[config.mk]
export PLATFORM = sky130hd
export DESIGN_NAME = fpu_seq
export DESIGN_NICKNAME = d
export VERILOG_FILES = /design/src/rtl/fpu_seq.sv
export SDC_FILE = /design/constraint.sdc
export NUM_CORES = 1
export LEC_CHECK = 0
export BUFFER_PORTS_ARGS = -buffer_cell sky130_fd_sc_hd__buf_2
export CORE_UTILIZATION = 44
export CTS_BUF_LIST = sky130_fd_sc_hd__clkbuf_8 sky130_fd_sc_hd__clkbuf_16
export DETAILED_ROUTE_END_ITERATION = 12
export SLEW_MARGIN = 20
export SYNTH_ARGS = -nofsm -noshare
export SYNTH_HDL_FRONTEND = slang
export SYNTH_SLANG_ARGS = --single-unit
export TNS_END_PERCENT = 5
[constraint.sdc]
create_clock -name clk -period 19.6 [get_ports clk]
set_clock_uncertainty 0.05 [all_clocks]
set_input_delay 1.96 -clock clk [delete_from_list [all_inputs] [get_ports clk]]
set_output_delay 1.96 -clock clk [all_outputs]
set_load 0.01 [all_outputs]
[src/rtl/fpu_seq.sv]
`default_nettype none
// ============================================================================
// Module      : fpu_seq
// Description : Handshaked multi-cycle FP add/sub/mul (truncating, DAZ).
//               The multiplier is an iterative shift-add unit.
// Revision    : 1.0 - initial release
// ============================================================================
module fpu_seq #(
    parameter int EXP_W = 8,
    parameter int MAN_W = 23
) (
    input  logic                     clk,
    input  logic                     rst,
    input  logic                     in_valid,
    output logic                     in_ready,
    input  logic [EXP_W+MAN_W:0]     A,
    input  logic [EXP_W+MAN_W:0]     B,
    input  logic [1:0]               opcode,
    output logic                     out_valid,
    input  logic                     out_ready,
    output logic [EXP_W+MAN_W:0]     outp,
    output logic                     flag_nv,
    output logic                     flag_of,
    output logic                     flag_uf
);
    localparam int c_W  = 1 + EXP_W + MAN_W;
    localparam int c_MW = MAN_W + 1;
    localparam int c_SW = MAN_W + 2;
    localparam int c_PW = 2 * c_MW;
    localparam int c_XW = EXP_W + 2;
    localparam int c_LW = $clog2(c_PW + 1);
    localparam int c_CW = $clog2(c_MW + 1);
    localparam logic signed [c_XW-1:0] c_BIAS = c_XW'((1 << (EXP_W - 1)) - 1);
    localparam logic signed [c_XW-1:0] c_EMAX = c_XW'((1 << EXP_W) - 1);
    localparam logic [c_W-1:0] c_CNAN = {1'b0, {EXP_W{1'b1}}, 1'b1, {(MAN_W-1){1'b0}}};

    typedef enum logic [2:0] {
        S_IDLE, S_UNPACK, S_ADD, S_MUL, S_NORM, S_PACK, S_DONE
    } state_t;

    state_t                   state_q, state_d;
    logic                     in_ready_q, in_ready_d;
    logic                     out_valid_q, out_valid_d;
    logic [c_W-1:0]           outp_q, outp_d;
    logic                     flag_nv_q, flag_nv_d;
    logic                     flag_of_q, flag_of_d;
    logic                     flag_uf_q, flag_uf_d;
    logic [c_W-1:0]           a_q, a_d, b_q, b_d;
    logic [1:0]               op_q, op_d;
    logic [EXP_W-1:0]         ea_q, ea_d, eb_q, eb_d;
    logic [c_MW-1:0]          ma_q, ma_d, mb_q, mb_d;
    logic                     sa_q, sa_d, sb_q, sb_d;
    logic                     sign_q, sign_d;
    logic                     zsign_q, zsign_d;
    logic                     special_q, special_d;
    logic signed [c_XW-1:0]   exp_q, exp_d;
    logic [c_PW-1:0]          acc_q, acc_d;
    logic [c_PW-1:0]          mcand_q, mcand_d;
    logic [c_MW-1:0]          mplier_q, mplier_d;
    logic [c_CW-1:0]          cnt_q, cnt_d;

    // Operand field decode (reads the registered operands during UNPACK)
    logic [EXP_W-1:0] w_ea, w_eb;
    logic [MAN_W-1:0] w_fa, w_fb;
    logic             w_a_zero, w_b_zero, w_a_nan, w_b_nan, w_a_inf, w_b_inf;
    logic             w_sa, w_sb_eff, w_inf_s;
    logic [c_MW-1:0]  w_ma, w_mb;

    assign w_ea     = a_q[c_W-2 -: EXP_W];
    assign w_eb     = b_q[c_W-2 -: EXP_W];
    assign w_fa     = a_q[MAN_W-1:0];
    assign w_fb     = b_q[MAN_W-1:0];
    assign w_a_zero = (w_ea == '0);
    assign w_b_zero = (w_eb == '0);
    assign w_a_nan  = (&w_ea) && (|w_fa);
    assign w_b_nan  = (&w_eb) && (|w_fb);
    assign w_a_inf  = (&w_ea) && !(|w_fa);
    assign w_b_inf  = (&w_eb) && !(|w_fb);
    assign w_sa     = a_q[c_W-1];
    assign w_sb_eff = b_q[c_W-1] ^ (op_q == 2'b01);
    assign w_inf_s  = op_q[1] ? (w_sa ^ w_sb_eff) : (w_a_inf ? w_sa : w_sb_eff);
    assign w_ma     = w_a_zero ? '0 : {1'b1, w_fa};
    assign w_mb     = w_b_zero ? '0 : {1'b1, w_fb};

    // Alignment: larger magnitude first, smaller shifted right (bits beyond the width vanish)
    logic             w_a_big, w_big_s;
    logic [EXP_W-1:0] w_big_e, w_sml_e, w_diff;
    logic [c_MW-1:0]  w_big_m, w_sml_m;
    logic [c_SW-1:0]  w_sml_sh, w_sum;

    assign w_a_big  = {ea_q, ma_q} >= {eb_q, mb_q};
    assign w_big_e  = w_a_big ? ea_q : eb_q;
    assign w_sml_e  = w_a_big ? eb_q : ea_q;
    assign w_big_m  = w_a_big ? ma_q : mb_q;
    assign w_sml_m  = w_a_big ? mb_q : ma_q;
    assign w_big_s  = w_a_big ? sa_q : sb_q;
    assign w_diff   = w_big_e - w_sml_e;
    assign w_sml_sh = {1'b0, w_sml_m} >> w_diff;
    assign w_sum    = (sa_q == sb_q) ? ({1'b0, w_big_m} + w_sml_sh)
                                     : ({1'b0, w_big_m} - w_sml_sh);

    // Leading zeros of acc[2*MAN_W:0]; bit 2*MAN_W is the normalised hidden-bit slot
    function automatic logic [c_LW-1:0] lzc_f(input logic [c_PW-1:0] v);
        logic [c_LW-1:0] n;
        n = '0;
        for (int i = 0; i < c_PW - 1; i++) begin
            if (v[i]) n = c_LW'(c_PW - 2 - i);
        end
        return n;
    endfunction

    logic [c_LW-1:0] w_lzc;
    assign w_lzc = lzc_f(acc_q);

    always_comb begin
        state_d   = state_q;
        outp_d    = outp_q;
        flag_nv_d = flag_nv_q;
        flag_of_d = flag_of_q;
        flag_uf_d = flag_uf_q;
        a_d       = a_q;
        b_d       = b_q;
        op_d      = op_q;
        ea_d      = ea_q;
        eb_d      = eb_q;
        ma_d      = ma_q;
        mb_d      = mb_q;
        sa_d      = sa_q;
        sb_d      = sb_q;
        sign_d    = sign_q;
        zsign_d   = zsign_q;
        special_d = special_q;
        exp_d     = exp_q;
        acc_d     = acc_q;
        mcand_d   = mcand_q;
        mplier_d  = mplier_q;
        cnt_d     = cnt_q;

        case (state_q)
            S_IDLE: begin
                if (in_valid && in_ready_q) begin
                    a_d       = A;
                    b_d       = B;
                    op_d      = opcode;
                    flag_nv_d = 1'b0;
                    flag_of_d = 1'b0;
                    flag_uf_d = 1'b0;
                    state_d   = S_UNPACK;
                end
            end
            S_UNPACK: begin
                ea_d      = w_ea;
                eb_d      = w_eb;
                ma_d      = w_ma;
                mb_d      = w_mb;
                sa_d      = w_sa;
                sb_d      = w_sb_eff;
                sign_d    = w_sa ^ w_sb_eff;
                // Exact-zero sign: cancellation gives +0, (-0)+(-0) gives -0
                zsign_d   = op_q[1] ? (w_sa ^ w_sb_eff) : (w_sa & w_sb_eff);
                exp_d     = c_XW'(w_ea) + c_XW'(w_eb) - c_BIAS;
                acc_d     = '0;
                mcand_d   = c_PW'(w_ma);
                mplier_d  = w_mb;
                cnt_d     = '0;
                special_d = 1'b1;
                if (op_q == 2'b11) begin
                    outp_d    = c_CNAN;
                    flag_nv_d = 1'b1;
                end else if (w_a_nan || w_b_nan) begin
                    outp_d = c_CNAN;
                end else if (!op_q[1] && w_a_inf && w_b_inf && (w_sa != w_sb_eff)) begin
                    outp_d    = c_CNAN;
                    flag_nv_d = 1'b1;
                end else if (op_q[1] && ((w_a_inf && w_b_zero) || (w_b_inf && w_a_zero))) begin
                    outp_d    = c_CNAN;
                    flag_nv_d = 1'b1;
                end else if (w_a_inf || w_b_inf) begin
                    outp_d = {w_inf_s, {EXP_W{1'b1}}, {MAN_W{1'b0}}};
                end else begin
                    special_d = 1'b0;
                end
                state_d = special_d ? S_PACK : (op_q[1] ? S_MUL : S_ADD);
            end
            S_ADD: begin
                acc_d   = c_PW'(w_sum) << MAN_W;
                exp_d   = c_XW'(w_big_e);
                sign_d  = w_big_s;
                state_d = S_NORM;
            end
            S_MUL: begin
                if (mplier_q[0]) acc_d = acc_q + mcand_q;
                mcand_d  = mcand_q << 1;
                mplier_d = mplier_q >> 1;
                cnt_d    = cnt_q + c_CW'(1);
                if (cnt_q == c_CW'(MAN_W)) state_d = S_NORM;
            end
            S_NORM: begin
                if (acc_q[c_PW-1]) begin
                    acc_d = acc_q >> 1;
                    exp_d = exp_q + c_XW'(1);
                end else begin
                    acc_d = acc_q << w_lzc;
                    exp_d = exp_q - c_XW'(w_lzc);
                end
                state_d = S_PACK;
            end
            S_PACK: begin
                if (!special_q) begin
                    if (acc_q == '0) begin
                        outp_d = {zsign_q, {(c_W-1){1'b0}}};
                    end else if (exp_q >= c_EMAX) begin
                        outp_d    = {sign_q, {EXP_W{1'b1}}, {MAN_W{1'b0}}};
                        flag_of_d = 1'b1;
                    end else if (exp_q[c_XW-1] || (exp_q == '0)) begin
                        outp_d    = {sign_q, {(c_W-1){1'b0}}};
                        flag_uf_d = 1'b1;
                    end else begin
                        outp_d = {sign_q, exp_q[EXP_W-1:0], acc_q[2*MAN_W-1 -: MAN_W]};
                    end
                end
                state_d = S_DONE;
            end
            S_DONE: begin
                if (out_ready) state_d = S_IDLE;
            end
            default: state_d = S_IDLE;
        endcase

        in_ready_d  = (state_d == S_IDLE);
        out_valid_d = (state_d == S_DONE);
    end

    always_ff @(posedge clk) begin
        if (rst) begin
            state_q     <= S_IDLE;
            in_ready_q  <= 1'b1;
            out_valid_q <= 1'b0;
            outp_q      <= '0;
            flag_nv_q   <= 1'b0;
            flag_of_q   <= 1'b0;
            flag_uf_q   <= 1'b0;
            a_q         <= '0;
            b_q         <= '0;
            op_q        <= '0;
            ea_q        <= '0;
            eb_q        <= '0;
            ma_q        <= '0;
            mb_q        <= '0;
            sa_q        <= 1'b0;
            sb_q        <= 1'b0;
            sign_q      <= 1'b0;
            zsign_q     <= 1'b0;
            special_q   <= 1'b0;
            exp_q       <= '0;
            acc_q       <= '0;
            mcand_q     <= '0;
            mplier_q    <= '0;
            cnt_q       <= '0;
        end else begin
            state_q     <= state_d;
            in_ready_q  <= in_ready_d;
            out_valid_q <= out_valid_d;
            outp_q      <= outp_d;
            flag_nv_q   <= flag_nv_d;
            flag_of_q   <= flag_of_d;
            flag_uf_q   <= flag_uf_d;
            a_q         <= a_d;
            b_q         <= b_d;
            op_q        <= op_d;
            ea_q        <= ea_d;
            eb_q        <= eb_d;
            ma_q        <= ma_d;
            mb_q        <= mb_d;
            sa_q        <= sa_d;
            sb_q        <= sb_d;
            sign_q      <= sign_d;
            zsign_q     <= zsign_d;
            special_q   <= special_d;
            exp_q       <= exp_d;
            acc_q       <= acc_d;
            mcand_q     <= mcand_d;
            mplier_q    <= mplier_d;
            cnt_q       <= cnt_d;
        end
    end

    assign in_ready  = in_ready_q;
    assign out_valid = out_valid_q;
    assign outp      = outp_q;
    assign flag_nv   = flag_nv_q;
    assign flag_of   = flag_of_q;
    assign flag_uf   = flag_uf_q;

endmodule
`default_nettype wire

=== After elaboration in Yosys (flattened, before gate mapping) ===
Index checks and enable logic that the tools add are counted.

* Flip-flop bits (word level): 310
* Word-level logic and storage cells: 207
* Output and inout bits: 37

* Mux-type cells: 104
* Magnitude comparators: 2
* Reductions and logical operators: 41
* $add $sub $neg: 9
* Bitwise gates (word level): 3
* Equality and inequality tests: 22
* Shift operators: 2

{| class="wikitable"
|+ Operators with widths
! operator !! number
|-
| two-way mux 6 bit || 47
|-
| two-way mux 32 bit || 7
|-
| one-hot mux 48 bit (4 select lines) || 1
|-
| two-way mux 24 bit || 4
|-
| two-way mux 48 bit || 2
|-
| one-hot mux 48 bit (2 select lines) || 1
|-
| one-hot mux 32 bit (2 select lines) || 1
|-
| two-way mux 31 bit || 2
|-
| adder 48 bit || 1
|-
| logical NOT 48 bit || 1
|-
| one-hot mux 24 bit (2 select lines) || 1
|-
| left shift 48 x 6 -> 48 bit || 1
|-
| OR reduction 23 bit || 2
|-
| >= comparator 32 bit || 1
|-
| one-hot mux 10 bit (3 select lines) || 1
|-
| adder 24 x 25 -> 25 bit || 1
|-
| two-way mux 25 bit || 1
|-
| right shift 24 x 8 -> 25 bit || 1
|-
| subtractor 24 x 25 -> 25 bit || 1
|-
| two-way mux 1 bit || 23
|-
| one-hot mux 3 bit (7 select lines) || 1
|-
| logical NOT 8 bit || 2
|-
| two-way mux 8 bit || 2
|-
| AND reduction 8 bit || 2
|-
| 38 further kinds || 76
|}

=== Longest topological paths before layout ===
Gate-level depths: netlist of the first run.

* Word-level depth: 50
* Mapped depth: 44
* Depth with buffers taken out: 42

=== Worst setup path after synthesis of the first run ===
OpenSTA, ideal clock, no wires.

* Path type: reg-to-reg
* Start: reg eb_q[0]
* End: reg acc_q[46]
* Setup time: 0.131 ns
* Arrival time: 8.826 ns
* Stages on the path, launching flop included: 41
* Slack: 10.594 ns
* Period minus slack after synthesis: 9.006 ns
* Data required time: 19.419 ns
* Buffers on the path: 4
* Cell sequence: dfxtp_1 -> inv_1 -> ha_1 -> buf_2 -> nand2_1 -> or4_4 -> o21a_1 -> buf_2 -> a211o_1 -> and2_1 -> ha_1 -> buf_1 -> clkbuf_1 -> nor2_1 -> or2_2 -> a221o_1 -> mux4_2 -> mux2_1 -> [... 5 more ...] -> o21ai_0 -> ha_1 -> a21o_1 -> a21oi_1 -> o21bai_1 -> a21oi_1 -> o21bai_1 -> a221o_1 -> o211a_1 -> or3_1 -> a21oi_1 -> o21bai_1 -> a41oi_1 -> nor4b_1 -> o31ai_1 -> xor2_1 -> a221oi_1 -> o22ai_1

* Longest elaborated chain between the ends: 7
* Elaborated cells on any way between the ends: 11
* Those cells by class: add/sub (3); order compare (1); shift (1); mux (6)

{| class="wikitable"
|+ RTL lines
! item !! line !! source
|-
| from (decl) || 50 || <nowiki>logic [EXP_W-1:0] ea_q, ea_d, eb_q, eb_d;</nowiki>
|-
| from (signal assigned) || 247 || <nowiki>eb_q <= '0;</nowiki>
|-
| from (signal assigned) || 272 || <nowiki>eb_q <= eb_d;</nowiki>
|-
| >= comparator 32 bit || 91 || <nowiki>assign w_a_big = {ea_q, ma_q} >= {eb_q, mb_q};</nowiki>
|-
| two-way mux 8 bit (on tied branches) || 92, 93 ||
|-
| subtractor 8 bit || 97 || <nowiki>assign w_diff = w_big_e - w_sml_e;</nowiki>
|-
| right shift 24 x 8 -> 25 bit || 98 || <nowiki>assign w_sml_sh = {1'b0, w_sml_m} >> w_diff;</nowiki>
|-
| subtractor 24 x 25 -> 25 bit or adder 24 x 25 -> 25 bit (tied branches) || 100, 99 ||
|-
| two-way mux 25 bit (*) || 99 || <nowiki>assign w_sum = (sa_q == sb_q) ? ({1'b0, w_big_m} + w_sml_sh)</nowiki>
|-
| one-hot mux 48 bit (4 select lines) (*) || 139 || <nowiki>case (state_q)</nowiki>
|-
| to (signal assigned) || 256 || <nowiki>acc_q <= '0;</nowiki>
|-
| to (signal assigned) || 281 || <nowiki>acc_q <= acc_d;</nowiki>
|-
| to (decl) || 57 || <nowiki>logic [c_PW-1:0] acc_q, acc_d;</nowiki>
|}

Mark *: on every way between the ends. The rest lies on a longest branch, timed or not.
A chain may end at the register's enable or synchronous reset.

=== Final worst setup path of the first run ===
* Start: reg eb_q[1]
* End: reg acc_q[46]

Same word-level chain as after synthesis.

==> results by stage, run 1 <==
Status:
- The flow ran to the end, but the final reports show violations.
- The checks that failed: design-rule violations.

Clocking:
- The clock root buffer is sky130_fd_sc_hd__clkbuf_16.
- The count of buffers added by post-CTS timing repair for setup is 0.
- The clock sink count is 310.
- Clock latency on the worst-skew pair, taken at its later pin, is 0.59 ns.
- TritonCTS built the clock tree.
- The number of gates resized after CTS was 0.
- The number of levels in the clock H-tree is 2.
- In this run, post-CTS hold repair placed 0 buffers.
- The TritonCTS buffer count is 39.
- The maximum clock path buffer count is 3.
- After clock tree synthesis, the clock-pin slew on the worst setup and hold paths is 0.06 ns.

Worst setup path:
- The largest single stage delay on the critical path is 0.85 ns.
- Counting buffers and inverters, the worst setup path is 40 cells deep.
- The worst path buffer plus inverter count is 4.
- The type of the worst setup path is reg -> reg.
- The data arrival time of the critical path is between 10 and 15 ns.
- On the critical path, the stage with the largest delay is an instance of sky130_fd_sc_hd__a221oi_2.
- The most prevalent standard cell on the critical path is sky130_fd_sc_hd__ha_1.
- Measured in cells, the most critical reg-to-reg path has a length of 40.
- The type of origin of the critical path is a register.
- The kind of cell adding the most delay to the critical path is compound AO/OA/AOI/OAI gates.
- The top fanout value on the critical path is 40.
- The required time at the endpoint of the critical path is 20.00 ns.
- The kind of end point of the critical path is a register.

Floorplanning:
- The floorplan has 84 rows.
- The area of the placeable core is ~53000 µm².
- The die covers 54500 µm².
- The die is around 230 µm tall.
- The I/O pin count is 107.
- The horizontal die dimension is 234 µm.
- For this configuration, the core starts out at a cell density of ~45%.

Synth:
- The number of instances in the synthesized netlist is 3097.
- When the netlist entered floorplanning its net count stood at 3301.
- The synthesized design contains 0 enable-type register cells.
- For this run, the register share of the synthesized area comes to 26.3%.
- In the synthesized netlist the dominant register cell turns out to be sky130_fd_sc_hd__dfxtp_1.
- The share of synthesized area in the top cell type comes to around a quarter.
- The mean instance size in the synthesized netlist is 7.62 µm².
- The synthesized design contains 310 register bits.
- The number of warning messages in the yosys log is 0.
- In this run, distinct cell masters in the synthesized netlist total 110.
- The total standard cell area after synthesis is 23600 µm².
- Of all flip-flops after synthesis, the portion carrying an async set or reset was 0%.
- Ranked by total cell area, the synthesized netlist is headed by sky130_fd_sc_hd__dfxtp_1, sky130_fd_sc_hd__mux2i_1, sky130_fd_sc_hd__ha_1.
- The largest total area in the synthesized netlist belongs to sky130_fd_sc_hd__dfxtp_1.

Job:
- The number of max-cap violations is 0.

GRT:
- The via count of the first global-routing pass is 22436.
- Global routing used 33.2% of the available tracks.
- Entering global routing, the biggest net connects 87 pins.
- The global route total overflow is 0.
- The global-route wire length before repair is 139000 µm.
- The number of antenna violations at the first check in global routing is 0.

Timing:
- Setup repair after global routing left no endpoint under its margin.
- The transition time at the pin with the least slew margin is 1.12 ns.
- The worst path in the final design needs a cycle of 10.82 ns, including I/O delays and setup.
- The count of pins over their slew limit is 0.
- Across all setup checks in the final design, the least slack found is 8.78 ns.
- Setup violations remaining at the end of the flow were counted as 0.
- The worst relative slew slack is 24.6%.
- Of the available clock period, the critical path in the final layout requires 55.2%.
- Static timing analysis puts the maximum clock frequency at 92.4 MHz.
- The number of hold violations in the final report was 0.
- The final total negative setup slack is 0 ns.

Routing:
- The detailed router placed 23990 vias in this run.
- For this run, design rule violations remaining after detail routing come to 2.
- After detailed routing, the number of vias per cell comes to approximately 6.4.
- The number of detailed-route iterations in the first pass is 12.
- The remaining number of nets flagged by the antenna check after routing is 0.
- The mean routed wirelength per cell is between 20 and 25 µm.
- The number of DRC markers in iteration 0 is 2237.
- For this block, the routed nets add up to between 90000 and 100000 µm of wire.

Final layout:
- 0 antenna diodes ended up in the layout.
- Cells with a size suffix above 1 make up 9.96% of the layout.
- The library cells used most frequently in the layout, excluding fill and tap cells, are sky130_fd_sc_hd__nand2_1, sky130_fd_sc_hd__nor2_1, sky130_fd_sc_hd__dfxtp_1.
- The layout overhead on the synthesized area is 9.25%.
- After filler insertion, the fill cell instance count of the layout stands at 5240.
- The net count of the finished layout is 3261.
- For this run, the number of standard cells in the final layout without fillers is ~3800.
- The most common cell after layout, fill and taps aside is sky130_fd_sc_hd__nand2_1.

Pwr:
- The maximum ir drop on the vdd rail is 0.158 mV.
- The standby leakage power is around 10 nW.
- Power spread over the standard cell area amounts to 155 nW/µm².

Worst hold path:
- In this run the worst hold path is classified as reg -> reg.
- Counting instances, the worst hold path has a depth of 2.

Placement:
- Timing analysis after detailed placement gives a worst setup slack of 8.88 ns.
- The congestion estimate from routability-driven global placement came to 0.972.
- The cell total after placement is about 3700.
- In this run the tool buffered the top-level ports with roughly 110 buffer cells.
- The placed wire-length estimate after detailed placement is 68000 µm.
power by group:
part           total [mW]  leakage [nW]  internal, mW  switching [mW]
Combinational        2.43          7.11         0.816            1.61
Clock               0.759         0.673         0.462           0.297
Sequential          0.805          2.51         0.694           0.112
state kept, by name (all words and copies together), names as in the netlist, 2 cells and up:
name,cells
ea_q,8
eb_q,8
cnt_q,5
mcand_q,48
mplier_q,24
exp_q,10
a_q,32
op_q,2
acc_q,48
mb_q,24
state_q,3
ma_q,24
outp,32
b_q,32
cell usage after synthesis, types with 8 or more instances:
| cell | count |
|---|---|
| sky130_fd_sc_hd__or2_2 | 14 |
| sky130_fd_sc_hd__a222oi_1 | 47 |
| sky130_fd_sc_hd__clkbuf_1 | 178 |
| sky130_fd_sc_hd__o21ai_0 | 158 |
| sky130_fd_sc_hd__mux2i_1 | 167 |
| sky130_fd_sc_hd__a211oi_1 | 37 |
| sky130_fd_sc_hd__a211o_1 | 10 |
| sky130_fd_sc_hd__inv_1 | 90 |
| sky130_fd_sc_hd__nor4_1 | 27 |
| sky130_fd_sc_hd__ha_1 | 130 |
| sky130_fd_sc_hd__o22ai_1 | 21 |
| sky130_fd_sc_hd__mux2_2 | 22 |
| sky130_fd_sc_hd__mux4_2 | 14 |
| sky130_fd_sc_hd__and3_1 | 16 |
| sky130_fd_sc_hd__a31oi_1 | 19 |
| sky130_fd_sc_hd__a21oi_1 | 295 |
| sky130_fd_sc_hd__nor3_1 | 64 |
| sky130_fd_sc_hd__nand2_1 | 386 |
| sky130_fd_sc_hd__a311oi_1 | 11 |
| sky130_fd_sc_hd__xor2_1 | 31 |
| sky130_fd_sc_hd__a221oi_1 | 17 |
| sky130_fd_sc_hd__or3_1 | 16 |
| sky130_fd_sc_hd__nor2_1 | 346 |
| sky130_fd_sc_hd__nor2b_1 | 18 |
| sky130_fd_sc_hd__o21bai_1 | 20 |
| sky130_fd_sc_hd__dfxtp_1 | 310 |
| sky130_fd_sc_hd__o211ai_1 | 23 |
| sky130_fd_sc_hd__o21a_1 | 23 |
| sky130_fd_sc_hd__nand3_1 | 78 |
| sky130_fd_sc_hd__buf_1 | 31 |
| sky130_fd_sc_hd__nand4_1 | 19 |
| sky130_fd_sc_hd__a221o_1 | 13 |
| sky130_fd_sc_hd__and2_1 | 23 |
| sky130_fd_sc_hd__o31ai_1 | 19 |
| sky130_fd_sc_hd__nand2b_1 | 27 |
| sky130_fd_sc_hd__o221ai_1 | 11 |
| sky130_fd_sc_hd__buf_2 | 8 |
| sky130_fd_sc_hd__xnor2_1 | 60 |
| sky130_fd_sc_hd__a22o_1 | 11 |
| sky130_fd_sc_hd__a22oi_1 | 105 |
| sky130_fd_sc_hd__a32oi_1 | 8 |
| sky130_fd_sc_hd__a2111oi_0 | 8 |
| sky130_fd_sc_hd__a21o_1 | 32 |
final cells by class:
cell class | count | area, µm² | area share, %
Inverter | 93 | 349 | 1.35
Sequential cell | 310 | 6210 | 24.1
Clock inverter | 12 | 150 | 0.583
Tap cell | 688 | 861 | 3.34
Multi-Input combinational cell | 2466 | 16200 | 62.7
Clock buffer | 54 | 1190 | 4.63
Timing Repair Buffer | 147 | 848 | 3.29
metal layers:
layer / vias up / GRT usage [%] / share of wire (%)
met5: - / 0 / 0
met4: 0 / 13.7 / 4.0
met3: 172 / 4.04 / 6.6
met2: 883 / 50.5 / 43
met1: 11634 / 46.9 / 46
li1: 11301 / - / -
worst min-delay path: stages, from the launching register on:
cell	delay (ns)
sky130_fd_sc_hd__dfxtp_1	0.30
sky130_fd_sc_hd__nand2_1	0.05
sky130_fd_sc_hd__a21oi_1	0.05
per-stage QoR:
stage / util (%) / cell area, µm² / total power [mW] / hold WS (ns)
2_1_floorplan: - / 23600 / 2.52 / 0.386
6_report: 48.8 / 25800 / 3.99 / 0.399
4_1_cts: 48.8 / 25800 / 3.97 / 0.404
3_5_place_dp: 46.3 / 24400 / 3.19 / 0.397
5_1_grt: 48.8 / 25800 / 4.22 / 0.423
3_3_place_gp: 46.3 / 24400 / 3.18 / 0.386
cell families after synthesis:
family	Yosys count	synth area share, %
AO/OA/AOI/OAI	958	27.2
buffers and inverters	321	5.42
adder cells (fa/ha/maj)	134	7.24
XOR/XNOR	91	3.38
multiplexers	208	9.72
flip-flops	310	26.3
AND/OR/NAND/NOR	1075	20.7
path summary, 6_finish.rpt:
check / start / endpoint / slack, ns
worst max-delay path: eb_q[1] / acc_q[46] / 8.78
worst min-delay path: outp[11] / outp[11] / 0.40
worst max register to register: eb_q[1] / acc_q[46] / 8.78
worst min register to register: outp[11] / outp[11] / 0.40
(Power assumes the default switching activity.)
==> run 2: changes to the inputs <==
==> constraint.sdc (replaced) <==
create_clock -name clk -period 9.3 [get_ports clk]
set_clock_uncertainty 0.05 [all_clocks]
set_input_delay 0.93 -clock clk [delete_from_list [all_inputs] [get_ports clk]]
set_output_delay 0.93 -clock clk [all_outputs]
set_load 0.01 [all_outputs]
==> run 2 against run 1 <==
Compared with the run above: the flow still finishes with violations (design-rule violations); clock-buffer cell count down 6; maximum frequency increased by 23%; design area grew 1.5%; first-iteration DRC count grew 24%; largest power group unchanged.
==> results by stage, run 2 (same netlist as run 1, synthesis figures left out) <==
Clocking:
- The insertion delay of the later-clocked pin in the worst-skew pair came to 0.58 ns (about the same).
- The count of buffers added by post-CTS timing repair for setup came to 0 (unchanged).
- The clock sink count is 310 (unchanged).
- The clock input transition at the sequential cells of the worst setup and hold paths is 0.07 ns (about the same).
- The number of gates resized after CTS was 0 (unchanged).
- The maximum clock path buffer count was 3 (unchanged).
- The number of hold buffers added after cts is 0 (unchanged).
- The number of levels in the clock H-tree is 2 (unchanged).
- TritonCTS built the clock tree.
- The clock root buffer is sky130_fd_sc_hd__clkbuf_16.
- The TritonCTS buffer count is 38 (-2.6%).

Floorplanning:
- The horizontal die dimension is 234 µm (unchanged).
- The area of the placeable core came to 52800 µm² (unchanged).
- The height of the chip is 234 µm (unchanged).
- The I/O pin count came to 107 (unchanged).
- The initial core utilization is 44.7% (unchanged).
- The row count was 84 (unchanged).
- The floorplan die area is 54500 µm² (unchanged).

Routing:
- The count of unresolved DRC violations after routing is 2 (unchanged).
- The remaining number of nets flagged by the antenna check after routing is 0 (unchanged).
- The number of DRC markers in iteration 0 is 2765 (+24%).
- The sum of met2 wire segment lengths after detailed routing is 41400 µm (+4.3%).
- The mean routed wirelength per cell is 24.8 µm (+2.0%).
- The number of vias per cell was 6.37 (about the same).
- The routed metal-1 wirelength was 43300 µm (+2.4%).
- The wire length reported by the detailed router is 94900 µm (+3.3%).
- The routed wire length on met3 is 6740 µm (+10%).
- The via count is 24322 (+1.4%).
- The highest metal layer carrying signal wires in the routed design is met4.
- The number of detailed-route iterations in the first pass is 12 (unchanged).

Status:
- The final reports fail on design-rule violations.
- The run finished, with violations left.

GRT:
- The global-route wire length before repair is 142000 µm (+1.9%).
- The global route total overflow is 0 (unchanged).
- The overall track demand over capacity in global routing is 34.0% (+0.81 points).
- The number of antenna violations at the first check in global routing came to 0 (unchanged).
- The via count of the first global-routing pass is 22402 (-0.15%).
- The pin count of the biggest net entering global routing is 104 (+20%).

Placement:
- The placed wire-length estimate after detailed placement is 70900 µm (+4.3%).
- The cell total after placement came to 3750 (+1.2%).
- The worst slack at placement is 0.278 ns (-8.60 ns).
- The quantity of I/O buffers inserted on ports is 106 (unchanged).
- The weighted congestion at the end of routability-driven global placement is 0.990 (+1.8%).
- The area of placed instances is 24800 µm² (+1.4%).

Worst hold path:
- The hold path startpoint is outp[13].
- The path class of the tightest hold or removal check is reg -> reg.

Timing:
- The final total negative setup slack is 0 ns (unchanged).
- The number of hold violations in the final report is 0 (unchanged).
- The post-route clock period utilization is 94.6% (+39 points).
- The transition time at the pin with the least slew margin is 1.08 ns (-0.0429 ns).
- The final critical-path setup slack is 0.506 ns (-8.28 ns).
- The final-report setup violation count was 0 (unchanged).
- The worst relative slew slack was 28.0% (+3.4 points).
- The time the final worst path needs with I/O delays and setup was 8.79 ns (-2.02 ns).
- Setup repair after global routing left no endpoint under its margin.
- The top achievable clock speed is 114 MHz (+23%).
- The count of pins over their slew limit is 0 (unchanged).

Worst setup path:
- The biggest cell delay along the critical path is 0.60 ns (-0.25 ns).
- The data arrival time of the critical path was 9.17 ns (-2.05 ns).
- The setup path with the least slack is of type reg -> reg.
- The top fanout value on the critical path is 8 (-80%).
- The worst setup path is launched from a register.
- The slowest library cell on the worst path is sky130_fd_sc_hd__or4_4.
- The most prevalent standard cell on the critical path is sky130_fd_sc_hd__ha_1.
- The launching instance or port of the critical path is eb_q[6].
- The startpoint identified for the worst register-to-register timing path is eb_q[6].
- The required time at the endpoint of the critical path is 9.68 ns (-10.32 ns).
- The worst setup path is captured at a register.

Pwr:
- The standby leakage power was 10.5 nW (+2.4%).
- The maximum ir drop on the vdd rail is 0.343 mV (+120%).
- The total power divided by cell area is 335 nW/µm² (+120%).

Final layout:
- The antenna diode count is 0 (unchanged).
- Leaving out fill and tap cells, the most frequent cells in the layout are sky130_fd_sc_hd__nand2_1, sky130_fd_sc_hd__nor2_1, sky130_fd_sc_hd__dfxtp_1.
- The area of all placed cells without fillers is 26200 µm² (+1.5%).
- The ratio of cells with drive above 1 in the final layout is 11.5% (+1.6 points).
- The final-stage net count is 3306 (+1.4%).
- The largest registers in the layout are acc_q x48, mcand_q x48.
- The final core utilization came to 49.6% (+0.73 points).
- The most common cell after layout, fill and taps aside is sky130_fd_sc_hd__nand2_1.
- The area growth from synthesis to layout is 10.9%.
- The post-route non-filler standard cell count was 3819 (+1.3%).

Job:
- The number of max-cap violations is 0 (unchanged).
[run 2: cell count changes in the layout (fill, tap and decap cells not counted), moves of 2 or more]
cell,delta
sky130_fd_sc_hd__clkbuf_16,-2
sky130_fd_sc_hd__o21ai_1,+2
sky130_fd_sc_hd__o21ai_0,-2
sky130_fd_sc_hd__inv_1,+3
sky130_fd_sc_hd__clkinv_2,+3
sky130_fd_sc_hd__a21oi_2,+2
sky130_fd_sc_hd__clkinvlp_4,-2
sky130_fd_sc_hd__buf_6,+3
sky130_fd_sc_hd__buf_4,+43
sky130_fd_sc_hd__clkbuf_8,-4
sky130_fd_sc_hd__a21oi_1,-2
[run 2: final timing paths]
check	end	slack (ns)	cells past startpoint
worst max-delay path	acc_q[46]	0.51	38
worst min-delay path	outp[13]	0.40	2
worst max register to register	acc_q[46]	0.51	38
worst min register to register	outp[13]	0.40	2
[run 2: critical path: cells and delay by family, from the launching register on]
family                     cells  cell delay (ns)
adders and majority gates      4             1.23
and+or+nand+nor                9             2.10
DFF                            1             0.39
xor gates and xnor gates       1             0.16
muxes                          3             0.89
buffers and inverters          3             0.31
AOI/OAI and AO/OA             18             3.51
[run 2: per-stage QoR]
step / hold slack (ns) / power (mW)
after CTS: 0.401 / 8.65
after floorplan: 0.386 / 5.32
after global placement: 0.386 / 7.04
after detailed placement: 0.393 / 7.06
final: 0.400 / 8.76
after global routing: 0.419 / 9.22
[run 2: routing by layer]
metal,GRT usage [%],up-vias
met5,0,-
met4,12.4,0
met3,6.37,176
met2,52.2,942
met1,46.9,11792
li1,-,11412
[run 2: report_power, final]
part,internal (mW),switching [mW]
clock,0.921,0.650
sequential,1.46,0.250
combinational,1.86,3.61
[run 2: layout make-up]
class / count / area [µm²]
tap: 688 / 861
clock buffer: 48 / 1090
fill: 5247 / 26600
timing repair buffer: 193 / 1200
sequential: 310 / 6210
multi-input combinational: 2466 / 16200
inverter: 93 / 352
clock inverter: 21 / 228
